### src/rtl/instruction_queue_n.sv
// Instruction queue: DEPTH-entry circular FIFO of packed instructions with
// first-word fall-through head, almost-full stall, flush and async reset.
module instruction_queue_n #(
   parameter int DEPTH     = 8,
   parameter int ADDR_W    = 48,
   parameter int AFULL_LVL = DEPTH - 2
) (
   input  logic                       clk,
   input  logic                       rst_n,
   input  logic                       flush,
   input  logic                       enq_valid,
   output logic                       enq_ready,
   input  logic [27+ADDR_W-1:0]       instr_in,
   input  logic                       stall_in,
   output logic                       deq_valid,
   input  logic                       deq_ready,
   output logic [27+ADDR_W-1:0]       instr_out,
   output logic [$clog2(DEPTH+1)-1:0] count,
   output logic                       stall_out
);

   localparam int ENTRY_W = 27 + ADDR_W;
   localparam int PTR_W   = $clog2(DEPTH);
   localparam int CNT_W   = $clog2(DEPTH + 1);

   localparam logic [CNT_W-1:0] FULL_CNT  = CNT_W'(DEPTH);
   localparam logic [CNT_W-1:0] AFULL_CNT = CNT_W'(AFULL_LVL);
   localparam logic [CNT_W-1:0] CNT_ONE   = CNT_W'(1);
   localparam logic [PTR_W-1:0] PTR_ONE   = PTR_W'(1);

   // Power-of-two depth lets the pointers wrap by plain overflow.
   if ((DEPTH < 2) || ((DEPTH & (DEPTH - 1)) != 0)) begin : gDepthCheck
      $error("instruction_queue_n: DEPTH must be a power of two >= 2");
   end
   if ((AFULL_LVL < 1) || (AFULL_LVL > DEPTH)) begin : gAfullCheck
      $error("instruction_queue_n: AFULL_LVL must be in 1..DEPTH");
   end

   typedef struct packed {
      logic [3:0]        majorOpcode;
      logic [4:0]        source1;
      logic [4:0]        source2;
      logic [1:0]        offsetScale;
      logic [4:0]        destination;
      logic [3:0]        minorOpcode;
      logic              hasAddress;
      logic              offsetSub;
      logic [ADDR_W-1:0] address;
   } entry_t;

   entry_t              mem_q [DEPTH];
   logic [PTR_W-1:0]    wrPtr_q, wrPtr_d;
   logic [PTR_W-1:0]    rdPtr_q, rdPtr_d;
   logic [CNT_W-1:0]    count_q, count_d;
   logic                enqFire;
   logic                deqFire;
   entry_t              enqEntry;
   logic [ENTRY_W-1:0]  headEntry;

   // Entries without an address are stored with a zeroed Address field.
   always_comb begin
      enqEntry = entry_t'(instr_in);
      if (!enqEntry.hasAddress) begin
         enqEntry.address = '0;
      end
   end

   assign enq_ready = (count_q != FULL_CNT);
   assign deq_valid = (count_q != '0) && !stall_in;
   assign enqFire   = enq_valid && enq_ready;
   assign deqFire   = deq_valid && deq_ready;

   assign headEntry = mem_q[rdPtr_q];
   assign instr_out = (count_q == '0) ? '0 : headEntry;
   assign count     = count_q;
   assign stall_out = (count_q >= AFULL_CNT);

   always_comb begin
      wrPtr_d = wrPtr_q;
      rdPtr_d = rdPtr_q;
      count_d = count_q;
      if (flush) begin
         wrPtr_d = '0;
         rdPtr_d = '0;
         count_d = '0;
      end else begin
         if (enqFire) begin
            wrPtr_d = wrPtr_q + PTR_ONE;
         end
         if (deqFire) begin
            rdPtr_d = rdPtr_q + PTR_ONE;
         end
         case ({enqFire, deqFire})
            2'b10:   count_d = count_q + CNT_ONE;
            2'b01:   count_d = count_q - CNT_ONE;
            default: count_d = count_q;
         endcase
      end
   end

   always_ff @(posedge clk or negedge rst_n) begin
      if (!rst_n) begin
         wrPtr_q <= '0;
         rdPtr_q <= '0;
         count_q <= '0;
      end else begin
         wrPtr_q <= wrPtr_d;
         rdPtr_q <= rdPtr_d;
         count_q <= count_d;
      end
   end

   // Flush leaves stored data in place; only the pointers and count reset.
   always_ff @(posedge clk or negedge rst_n) begin
      if (!rst_n) begin
         for (int i = 0; i < DEPTH; i++) begin
            mem_q[i] <= '0;
         end
      end else if (enqFire && !flush) begin
         mem_q[wrPtr_q] <= enqEntry;
      end
   end

endmodule

### config.mk
export PLATFORM = sky130hd
export DESIGN_NAME = instruction_queue_n
export DESIGN_NICKNAME = d
export VERILOG_FILES = /design/src/rtl/instruction_queue_n.sv
export SDC_FILE = /design/constraint.sdc
export NUM_CORES = 1
export LEC_CHECK = 0
export ABC_CLOCK_PERIOD_IN_PS = 3600
export BUFFER_PORTS_ARGS = -buffer_cell sky130_fd_sc_hd__buf_2
export CAP_MARGIN = 20
export CORE_ASPECT_RATIO = 0.5
export CORE_MARGIN = 2
export CORE_UTILIZATION = 45
export DETAILED_ROUTE_END_ITERATION = 8
export GPL_TIMING_DRIVEN = 0
export PLACE_DENSITY = 0.66
export SLEW_MARGIN = 20
export SYNTH_ARGS = -nofsm -noshare
export SYNTH_HDL_FRONTEND = slang
export SYNTH_SLANG_ARGS = --single-unit
### constraint.sdc
create_clock -name clk -period 3.6 [get_ports clk]
set_input_delay 0.72 -clock clk [delete_from_list [all_inputs] [get_ports clk]]
set_output_delay 0.72 -clock clk [all_outputs]
set_load 0.01 [all_outputs]
==> impl_metrics.prom <==
# TYPE chip_impl_metric gauge
chip_impl_info{name="run_status",value="completed"} 1
chip_impl_metric{name="effective_utilization_at_floorplan",unit="%"} 45.38
chip_impl_metric{name="drt_iter0_markers",unit=""} 1061
chip_impl_metric{name="drv.max_cap_violation_count",unit=""} 0
chip_impl_metric{name="design.core.area",unit="sq um"} 62870
chip_impl_info{name="worst_min_path_class",value="in -> reg"} 1
chip_impl_metric{name="power",unit="uW"} 17840
chip_impl_metric{name="cts.sink_count",unit=""} 610
chip_impl_metric{name="synth_warnings",unit=""} 0
chip_impl_metric{name="yosys.cell_types.count",unit=""} 42
chip_impl_metric{name="synth-seq-cells",unit=""} 610
chip_impl_metric{name="timing.critical_path.fanout_max",unit=""} 10
chip_impl_metric{name="fin_skew",unit="ps"} 10.25
chip_impl_metric{name="cellPowerDensity",unit="nW/um^2"} 546.6
chip_impl_metric{name="cellLeakagePower",unit="uW"} 0.01568
chip_impl_metric{name="mappedNetlistArea",unit="sq um"} 28530
chip_impl_metric{name="post-place-cells",unit=""} 2800
chip_impl_metric{name="setup.reg_to_reg.worst_slack",unit="ps"} 630
chip_impl_metric{name="instances_no_fill",unit=""} 2907
chip_impl_metric{name="drt-wirelength-per-cell",unit="microns"} 22.28
chip_impl_metric{name="overflow",unit=""} 0
chip_impl_metric{name="timing.final.hold_violations",unit=""} 0
chip_impl_metric{name="post_drt_via_cell_ratio",unit=""} 5.428
chip_impl_metric{name="clk-insertion-delay-late",unit="ps"} 590
chip_impl_metric{name="hpwl",unit="microns"} 41380
chip_impl_metric{name="placement_rows",unit=""} 65
chip_impl_metric{name="globalRouteTotalUtil",unit="%"} 20.28
chip_impl_metric{name="slew_viol_final",unit=""} 0
chip_impl_metric{name="design.final.nets",unit=""} 2109
chip_impl_metric{name="fin_crit",unit="ps"} 3475
chip_impl_metric{name="cts_max_path_buffers",unit=""} 3
chip_impl_metric{name="portbufs",unit=""} 160
chip_impl_metric{name="first_pass_grt_wire_length",unit="microns"} 102600
chip_impl_metric{name="die_h",unit="microns"} 182.0
chip_impl_metric{name="syn-mean-instance-area",unit="sq um"} 15.89
chip_impl_info{name="cts_tree",value="built"} 1
chip_impl_metric{name="gpl_wtd_cong",unit=""} 0.7579
chip_impl_info{name="worst_r2r_startpoint",value="count[2]"} 1
chip_impl_metric{name="least_margin_pin_slew",unit="ps"} 1011
chip_impl_metric{name="cts_made_buffers",unit=""} 58
chip_impl_metric{name="drt.antenna.violating_nets",unit=""} 0
chip_impl_metric{name="p_seq_share",unit="%"} 46.9
chip_impl_metric{name="drive_above_1_share",unit="%"} 46.86
chip_impl_metric{name="postSynthCellCount",unit=""} 1795
chip_impl_metric{name="layout.core_utilization",unit="%"} 51.93
chip_impl_metric{name="setup_viol",unit=""} 0
chip_impl_info{name="hold_sp",value="instr_in[68]"} 1
chip_impl_metric{name="syn_nets",unit=""} 1880
chip_impl_info{name="cts-root-buf",value="clkbuf_16"} 1
chip_impl_metric{name="min_period_over_period",unit="%"} 96.54
chip_impl_info{name="worst-setup-path-type",value="reg -> out"} 1
chip_impl_metric{name="die_x",unit="microns"} 360.1
chip_impl_metric{name="timing.hold.worst_path_depth",unit=""} 2
chip_impl_metric{name="via_count_of_the_first_global_routing_pass",unit=""} 16940
chip_impl_metric{name="final.hold.worst_slack",unit="ps"} 448.5
chip_impl_metric{name="r2r_cells",unit=""} 8
chip_impl_metric{name="vias",unit=""} 15780
chip_impl_info{name="crit-reg2reg-capture",value="count[3]"} 1
chip_impl_metric{name="cts-htree-levels",unit=""} 2
chip_impl_metric{name="syn2layout_area_growth",unit="%"} 14.44
chip_impl_metric{name="clk_pin_slew",unit="ps"} 60
chip_impl_metric{name="drc_errors",unit=""} 0
chip_impl_metric{name="synth-seq-area-share",unit="%"} 53.51
chip_impl_metric{name="worst_slew_margin_relative_to_its_limit",unit="%"} 32.61
chip_impl_metric{name="power.net_switching",unit="uW"} 4555
chip_impl_metric{name="switching_share",unit="%"} 25.53
chip_impl_metric{name="die-area",unit="sq um"} 65540
chip_impl_metric{name="wl",unit="microns"} 64770
chip_impl_metric{name="detailedRoute.firstPassIterationCount",unit=""} 4
chip_impl_info{name="hold_path_end",value="mem_q[68]"} 1
chip_impl_info{name="start_kind",value="flip-flop"} 1
chip_impl_metric{name="floorplan.io_pins",unit=""} 163
chip_impl_metric{name="antenna_found_initial",unit=""} 3
chip_impl_info{name="worstSetupEndpointType",value="output pin"} 1
chip_impl_metric{name="timing.critical_path.required",unit="ps"} 2880
chip_impl_metric{name="cellInternalPower",unit="uW"} 13290
chip_impl_metric{name="maximum_number_of_pins_on_one_net_before_global_route_repair",unit=""} 98
chip_impl_metric{name="power.ir.vdd_worst",unit="uV"} 430.5
chip_impl_metric{name="timing.setup.tns",unit="ps"} 0
chip_impl_info{name="rsz0062_at_grt",value="false"} 1
chip_impl_metric{name="timing.critical_path.arrival",unit="ps"} 2760
chip_impl_metric{name="max_freq",unit="GHz"} 0.2877
chip_impl_metric{name="share_clk_of_total_power",unit="%"} 34.6
chip_impl_metric{name="combinationalPowerShare",unit="%"} 18.5
-- timing repair --
action / in CTS / in global routing
cloned: 0 / 0
endpoints found under the hold margin: 28 / 0
pin swaps: 1 / 0
setup endpoints to repair: 76 / 39
buffers inserted: 1 / 0
gates resized for setup: 62 / 33
hold buffers: 1 / 0
-- cells in the final DEF (no fill, tap or decap), drive strengths merged, types with 5 or more instances in the layout --
| master | Yosys | layout |
|---|---|---|
| and2 | 48 | 48 |
| buf | 140 | 306 |
| clkbuf | 33 | 122 |
| clkinv | 0 | 11 |
| dfrtp | 610 | 610 |
| mux2 | 601 | 601 |
| mux2i | 75 | 75 |
| mux4 | 150 | 150 |
| nor2 | 87 | 87 |
| xor2 | 5 | 5 |
-- through the flow --
| stage | cell area [sq um] | setup WS (ps) |
|---|---|---|
| floorplan | 28530 | 829.7 |
| global placement | 30370 | -11100 |
| detailed placement | 30600 | -427.3 |
| CTS | 32650 | 18.21 |
| global route | 32650 | 3.129 |
| finish | 32650 | 124.5 |
-- power by group through the flow --
stage                     sequential [uW]  combinational, uW  clock (uW)
after floorplan                      8310               2380           0
after global placement               8460               3220           0
after detailed placement             8470               3340           0
after CTS                            8370               3360        6290
after global routing                 8500               3590        6620
final                                8380               3300        6170
-- how the worst max path moves through the flow --
| stage | start | cells after the start | to |
|---|---|---|---|
| 2_1_floorplan | count[1] | 9 | count[3] |
| 3_3_place_gp | rst_n | 1 | mem_q[488] |
| 3_5_place_dp | count[2] | 6 | instr_out[43] |
| 4_1_cts | rdPtr_q[0] | 6 | instr_out[34] |
| 5_1_grt | rdPtr_q[1] | 7 | instr_out[42] |
| 6_report | rdPtr_q[1] | 7 | instr_out[42] |
-- critical path, stage by stage, from the launching register on --
cell and delay, ps:
dfrtp_1 340, clkbuf_2 330, buf_4 300, buf_2 370, mux4_2 380, mux2i_1 220, nor2_1 70, buf_2 150
-- registers in the layout, indices dropped and copies added (netlist names) --
signal   cells
rdPtr_q      3
wrPtr_q      3
count        4
mem_q      600
-- synth_stat cells (all sizes together) --
cell,instances,area (sq um)
dfrtp,610,15260
mux2,601,7143
mux4,150,3378
buf,140,847.1
nor2,87,326.6
mux2i,75,750.7
and2,48,300.3
clkbuf,33,123.9
xor2,5,43.79
a21oi,4,20.02
ha,4,50.05
nor3,4,20.02
nand2,3,13.77
nand3,3,15.01
nand2b,2,12.51
nand3b,2,15.01
nor2b,2,12.51
o21ai,2,10.01
or4,2,22.52
xnor2,2,17.52
a211oi,1,20.02
a21o,1,7.510
a22oi,1,7.510
a2bb2oi,1,8.760
a31oi,1,6.260
inv,1,3.750
nand4,1,6.260
nand4b,1,8.760
nor3b,1,7.510
nor4,1,12.51
o211a,1,10.01
o211ai,1,7.510
o21a,1,7.510
o31a,1,8.760
or2,1,6.260
or4b,1,10.01
-- kinds of logic (layout without fill, tap and decap cells) --
group / after synthesis / after routing / share of synthesized area, %
AND/OR/NAND/NOR: 159 / 159 / 2.768
XOR/XNOR: 7 / 7 / 0.2149
multiplexers: 826 / 826 / 39.51
other: 0 / 2 / 0
AO/OA/AOI/OAI: 15 / 15 / 0.3992
buffers and inverters: 174 / 447 / 3.417
flip-flops: 610 / 610 / 53.51
adder cells (fa/ha/maj): 4 / 4 / 0.1755
-- per-layer routing --
layer	global-route usage, %	wire length (microns)
met3	2.687	1884
met1	28.99	30380
met5	0	10
met4	5.412	1433
met2	32.86	31060
-- cell type report --
| class | count | area [sq um] |
|---|---|---|
| inverters | 1 | 3.754 |
| clock inverters | 15 | 153.9 |
| plain buffers | 172 | 1086 |
| diodes | 2 | 5.005 |
| flip-flops and latches | 610 | 15260 |
| well taps | 837 | 1047 |
| repair buffers | 170 | 1032 |
| multi-input cells | 1011 | 12300 |
| clock buffers | 89 | 1749 |
| fillers | 5182 | 30220 |
Note: power is estimated with default switching activity, not from simulation.
